File: src/rtl/cnt_cmd_seq.sv
`timescale 1ns/1ps
// Command sequencer driving an up/down counter's load_en/load/down controls.
// Commands queue in a small FIFO and replay as one-cycle loads or timed runs.
module cnt_cmd_seq #(
  parameter int WIDTH = 4,
  parameter int DEPTH = 4,
  parameter int LENW  = 8
) (
  input  logic                     clk,
  input  logic                     rst,
  input  logic                     cmd_valid,
  output logic                     cmd_ready,
  input  logic                     cmd_load,
  input  logic                     cmd_down,
  input  logic [WIDTH-1:0]         cmd_value,
  input  logic [LENW-1:0]          cmd_len,
  output logic                     load_en,
  output logic [WIDTH-1:0]         load,
  output logic                     down,
  output logic                     busy,
  output logic                     done,
  output logic [$clog2(DEPTH):0]   level
);

  localparam int AW = $clog2(DEPTH);
  localparam int EW = 2 + WIDTH + LENW;
  localparam logic [AW:0] FULL_LEVEL = (AW+1)'(DEPTH);

  typedef enum logic [1:0] {IDLE, LOAD, RUN} state_t;

  logic [EW-1:0]    mem [DEPTH];
  logic [AW-1:0]    wr_ptr_reg;
  logic [AW-1:0]    rd_ptr_reg;
  logic [AW:0]      level_reg;

  state_t           state_reg;
  logic [LENW-1:0]  run_cnt_reg;
  logic             load_en_reg;
  logic [WIDTH-1:0] load_reg;
  logic             down_reg;
  logic             busy_reg;
  logic             done_reg;

  logic             push;
  logic             pop;
  logic             empty;
  logic             cmd_end;
  logic [EW-1:0]    head;
  logic             head_load;
  logic             head_down;
  logic [WIDTH-1:0] head_value;
  logic [LENW-1:0]  head_len;

  // Readiness is judged on the occupancy at the start of the cycle, so a
  // same-cycle pop never opens room for a push into a full FIFO.
  assign empty     = (level_reg == '0);
  assign cmd_ready = !rst && (level_reg != FULL_LEVEL);
  assign push      = cmd_valid && cmd_ready;
  assign cmd_end   = (state_reg == LOAD) || ((state_reg == RUN) && (run_cnt_reg == '0));
  assign pop       = !empty && ((state_reg == IDLE) || cmd_end);

  assign head = mem[rd_ptr_reg];
  assign {head_load, head_down, head_value, head_len} = head;

  always_ff @(posedge clk) begin
    if (push) begin
      mem[wr_ptr_reg] <= {cmd_load, cmd_down, cmd_value, cmd_len};
    end
  end

  always_ff @(posedge clk or posedge rst) begin
    if (rst) begin
      wr_ptr_reg <= '0;
      rd_ptr_reg <= '0;
      level_reg  <= '0;
    end else begin
      if (push) wr_ptr_reg <= wr_ptr_reg + AW'(1);
      if (pop)  rd_ptr_reg <= rd_ptr_reg + AW'(1);
      case ({push, pop})
        2'b10:   level_reg <= level_reg + (AW+1)'(1);
        2'b01:   level_reg <= level_reg - (AW+1)'(1);
        default: level_reg <= level_reg;
      endcase
    end
  end

  // A pop starts the next command on the same edge the previous one ends,
  // which is what gives back-to-back commands zero idle cycles.
  always_ff @(posedge clk or posedge rst) begin
    if (rst) begin
      state_reg   <= IDLE;
      run_cnt_reg <= '0;
      load_en_reg <= 1'b0;
      load_reg    <= '0;
      down_reg    <= 1'b0;
      busy_reg    <= 1'b0;
      done_reg    <= 1'b0;
    end else if (pop) begin
      busy_reg <= 1'b1;
      if (head_load) begin
        state_reg   <= LOAD;
        load_en_reg <= 1'b1;
        load_reg    <= head_value;
        done_reg    <= 1'b1;
      end else begin
        state_reg   <= RUN;
        load_en_reg <= 1'b0;
        down_reg    <= head_down;
        run_cnt_reg <= (head_len == '0) ? '0 : head_len - LENW'(1);
        done_reg    <= (head_len <= LENW'(1));
      end
    end else if (cmd_end || (state_reg == IDLE)) begin
      state_reg   <= IDLE;
      busy_reg    <= 1'b0;
      load_en_reg <= 1'b0;
      done_reg    <= 1'b0;
    end else begin
      run_cnt_reg <= run_cnt_reg - LENW'(1);
      done_reg    <= (run_cnt_reg == LENW'(1));
    end
  end

  assign load_en = load_en_reg;
  assign load    = load_reg;
  assign down    = down_reg;
  assign busy    = busy_reg;
  assign done    = done_reg;
  assign level   = level_reg;

endmodule

File: config.mk
export PLATFORM = sky130hd
export DESIGN_NAME = cnt_cmd_seq
export DESIGN_NICKNAME = d
export VERILOG_FILES = /design/src/rtl/cnt_cmd_seq.sv
export SDC_FILE = /design/constraint.sdc
export NUM_CORES = 1
export LEC_CHECK = 0
export CAP_MARGIN = 0
export CORE_MARGIN = 2
export CORE_UTILIZATION = 50
export CTS_BUF_LIST = sky130_fd_sc_hd__clkbuf_4
export CTS_CLUSTER_DIAMETER = 150
export DETAILED_ROUTE_END_ITERATION = 16
export PLACE_DENSITY = 0.73
export SLEW_MARGIN = 10
export SYNTH_ARGS = -nofsm -noshare
export SYNTH_HDL_FRONTEND = slang
export SYNTH_SLANG_ARGS = --single-unit
File: constraint.sdc
create_clock -name clk -period 2.58 [get_ports clk]
set_clock_uncertainty 0.1 [all_clocks]
set_input_delay 0.516 -clock clk [delete_from_list [all_inputs] [get_ports clk]]
set_output_delay 0.516 -clock clk [all_outputs]
set_load 0.02 [all_outputs]
---- After elaboration in Yosys (flattened, before gate mapping) ----
Memory sizes are Yosys's and may differ from the RTL's.
Cells that the tools add are included.
cells by class
  add/sub/neg operators ................... 6
  $lt $le $gt $ge ......................... 1
  eq/ne operators ......................... 8
  mux-type cells .......................... 17
  bitwise operators ....................... 1
  reductions and logical operators ........ 17
operator list
  kind                 count
  $mux 8               4
  $logic_not 8->1      2
  $sub 8x1->8 const B  2
  $mux 1               9
  $eq 8x1->1 const B   1
  $le 8x1->1 const B   1
  $mux 2               3
  $pmux 3 s2           1
  $reduce_and 2->1     3
  $add 2x1->2 const B  2
  $eq 2x1->1 const B   2
  $eq 2x2->1 const B   2
  $logic_and 1x1->1    4
  $ne 2x2->1 const B   2
  $reduce_bool 2->1    2
  $add 3x1->3 const B  1
  $logic_not 3->1      1
  $ne 3x3->1 const B   1
  $sub 3x1->3 const B  1
  $logic_not 1->1      2
  $logic_not 2->1      1
  $logic_or 1x1->1     2
  $not 1->1            1
word-level totals
  bits in registers ....................... 25
  bits in writable memories ............... 56
  input bits .............................. 17
  word-level logic and storage cells ...... 61
  memories ................................ 1
memories
  memory  depth  width  rd ports  clocked after Yosys merged registers in  wr ports  line  RTL
  mem     4      14     1         0                                        1         31    logic [EW-1:0] mem [DEPTH];

---- Depth between registers and ports, before layout ----
  word-level depth ........................ 7
  depth in mapped cells ................... 12

---- Worst setup path after synthesis ----
OpenSTA, ideal clock, no wires.
  kind .................................... register to register
  start point ............................. register run_cnt_reg[4]
  end point ............................... register level_reg[2] (netlist: level[2])
  library setup time ...................... 0.080 ns
  arrival time ............................ 2.449 ns
  required time ........................... 2.400 ns
  path slack .............................. -0.048 ns
  cell stages (with the launch flop) ...... 11
  path through ............................ dfrtp_1 > or3_4 > o41ai_4 > nand2_4 > inv_2 > ha_1 > inv_1 > fa_1 > xor2_1 > nor2_1 > xor2_1
on the way
  word-level cells in the longest chain between the ends .. 7
ends and longest elaborated chain
  item                                                    line  RTL
  start, declared                                         37    logic [LENW-1:0] run_cnt_reg;
  start signal, assigned                                  109   run_cnt_reg <= (head_len == '0) ? '0 : head_len - LENW'(1);
  start signal, assigned                                  118   run_cnt_reg <= run_cnt_reg - LENW'(1);
  $logic_not 8->1 *                                       59    assign cmd_end = (state_reg == LOAD) || ((state_reg == RUN) && (run_cnt_reg == '0));
  $logic_and 1x1->1 *                                     59
  $logic_or 1x1->1 *                                      59
  $logic_or 1x1->1 *                                      60    assign pop = !empty && ((state_reg == IDLE) || cmd_end);
  $logic_and 1x1->1 *                                     60
  named net pop                                           45    logic pop;
  $eq 2x1->1 / $eq 2x2->1 (equally long branches)         79    case ({push, pop})
  $pmux 3 s2 / $reduce_bool 2->1 (equally long branches)  --
  end signal, assigned                                    80    2'b10: level_reg <= level_reg + (AW+1)'(1);
  end signal, assigned                                    81    2'b01: level_reg <= level_reg - (AW+1)'(1);
  end signal, assigned                                    82    default: level_reg <= level_reg;
  end, declared                                           34    logic [AW:0] level_reg;
The timed path passes the listed nets; every way through them passes the cells marked *.
A chain may end at the register's enable or synchronous reset.

---- Worst setup path after layout ----
  start point ............................. register run_cnt_reg[6]
  end point ............................... register level_reg[2] (netlist: level[2])
The elaborated chain is that of the path after synthesis.

==> out/metrics.cfg <==
[logic_synthesis]
syn_avg_cell_area_sq_um=16.0
syn_area_sq_um=3490
synthFlopType=edfxtp_1
ys_types=44
netlist_instances=218
synth-seq-area-share=0.654
syn_nets=247
synth_edf_count=56
synth-seq-cells=80
synth_async_sr_flop_share=0.300
ys_warn_count=0

[timing]
final.min_clock_period_ns=2.44
rsz0062_at_grt=no
worst_pin_slew_ns=0.369
hold_slack_ns=0.359
fmax_ghz=0.410
setup-tns-final_ns=0
hold_violations=0
drv_slew=0
fin_ws_ns=0.139
max_slew_margin=0.752
setup_viol=0
finalCritPeriodShare=0.946

[cts]
cts_htree_levels=3
clockBufferDepth=2
cts_tree=done
cts_made_buffers=9
cts-root-buf=clkbuf_4
clkTransAtPathRegs_ns=0.14
postCtsHoldBufs=0
cts_sinks=80
clkLatencyLatePin_ns=0.42

[floorplanning]
fp.coreArea_sq_um=6790
dieArea_sq_um=7670
start_util=0.514
die_h_microns=87.6
ioPinCount=29
die_x_microns=87.6
rows=30

[detailed_routing]
drcViolationCount=0
firstDrtPassIters=4
drtIter0Drc=85
drt.antenna.violating_nets=0
drt-total-wl_mm=6.09
wl_per_cell_microns=16.6
avgViaCountPerCell=5.32
vias=1959

[power]
vdd_ir_drop_max_mv=0.532
p_int_mw=2.73
pwr-share-seq=0.434
power.switching_mw=1.47
power_frac_comb=0.385
power.total_mw=4.20
switching_share=0.350
p_leak_nw=1.55
p_per_area_nw_per_um2=1010
clkPwrFrac=0.181

[final_layout]
postLayoutCoreUtil=0.610
drive_gt1_frac=0.217
largest_register_ffs=56
fin_nets=296
stdcell_count=368
mostFrequentLayoutCells=56 x edfxtp_1, 27 x clkdlybuf4s50_1, 24 x dfrtp_1
final_common_cell=edfxtp_1
area_growth_pct=18.6
design_area_sq_um=4140
n_antenna_cell=0

[critical_path]
critPathRequiredTime_ns=2.84
crit_start=run_cnt_reg[6]$_DFFE_PP0P_
timing.rr.start=run_cnt_reg[6]$_DFFE_PP0P_
cp-end-kind=register
startpoint_type=register
crit_type=register to register
critical_path_arrival_ns=2.70
cp_max_fo=4

[grt]
grt_usage=0.176
grt_max_degree=25
grt_pass1_vias=1938
grt_pass1_wl_mm=9.85
grt_overflow_total=0
grt_antenna_before_repair=0

[placed_design]
port_buffers=28
dpl_cell_area_sq_um=4000
place_ws_ns=0.121
gp_congestion=0.787
hpwl_mm=4.19
placedCellCount=352

[flow_run]
maxCapViolCount=0

[run_status]
status=complete, no violations

[hold_path]
hold_class=input port to async pin

cells in the mapped netlist, types with 2 or more instances:
master	n	area share
nor2_1	13	0.014
o22ai_1	3	0.0054
mux4_2	14	0.090
inv_1	13	0.014
ha_1	11	0.039
o211a_1	2	0.0057
a31oi_1	2	0.0036
nand2_1	9	0.0097
nor4_1	2	0.0036
a221o_1	2	0.0057
a21oi_1	6	0.0086
edfxtp_1	56	0.48
mux2_2	5	0.016
xor2_1	6	0.015
o21ai_0	6	0.0086
dfrtp_1	24	0.17
or3_4	2	0.0064
and3_1	4	0.0072
nor3_1	7	0.010
xnor2_1	6	0.015
nand2b_1	2	0.0036
area by class of cell:
cell class / count / area (sq um)
Sequential cell: 80 / 2280
Clock inverter: 7 / 76.3
Fill cell: 531 / 2650
Inverter: 14 / 55.1
Tap cell: 96 / 120
Timing Repair Buffer: 41 / 393
Clock buffer: 9 / 67.6
Multi-Input combinational cell: 121 / 1150
worst max-delay path, cell delays in order, from the launching register on:
cell,delay [ns]
dfrtp_1,0.42
or3_4,0.42
o41ai_4,0.38
nand2_4,0.09
inv_4,0.07
ha_4,0.12
inv_1,0.04
fa_2,0.33
xor2_1,0.14
nor2_1,0.12
xor2_1,0.14
logic make-up after synthesis:
group,count (synthesis),synth area share
DFF,80,0.654
and+or+nand+nor,51,0.0831
AOI/OAI and AO/OA,27,0.0598
muxes,19,0.106
buffers and inverters,17,0.0219
xor gates and xnor gates,12,0.0301
adders and majority gates,12,0.0451
worst paths after layout:
kind	endpoint	slack (ns)	cells after the start
worst max-delay path	level[2]$_DFFE_PP0P_	0.14	10
worst min-delay path	wr_ptr_reg[1]$_DFFE_PP0P_	0.36	3
worst max register to register	level[2]$_DFFE_PP0P_	0.14	10
worst min register to register	load[0]$_DFFE_PP0P_	0.42	1
max in group asynchronous	run_cnt_reg[1]$_DFFE_PP0P_	1.75	3
min in group clk	load[0]$_DFFE_PP0P_	0.42	1
power by group through the flow:
stage / registers [mW] / clock network [mW] / logic (mW)
2_1_floorplan: 1.91 / 0 / 1.05
3_3_place_gp: 1.84 / 0 / 1.61
3_5_place_dp: 1.85 / 0 / 1.63
4_1_cts: 1.82 / 0.778 / 1.64
5_1_grt: 1.85 / 0.839 / 1.79
6_report: 1.82 / 0.759 / 1.62
timing repair:
| action | in CTS | in global routing |
|---|---|---|
| endpoints found under the setup margin | 0 | 1 |
| resized for setup | 0 | 1 |
| setup buffers | 0 | 0 |
metal layers:
layer | GRT usage | part of all wire
met5 | 0 | 0
met3 | 0.0500 | 0.038
met1 | 0.242 | 0.46
met2 | 0.271 | 0.49
met4 | 0.0643 | 0.0084
Note: power is estimated with default switching activity, not from simulation.
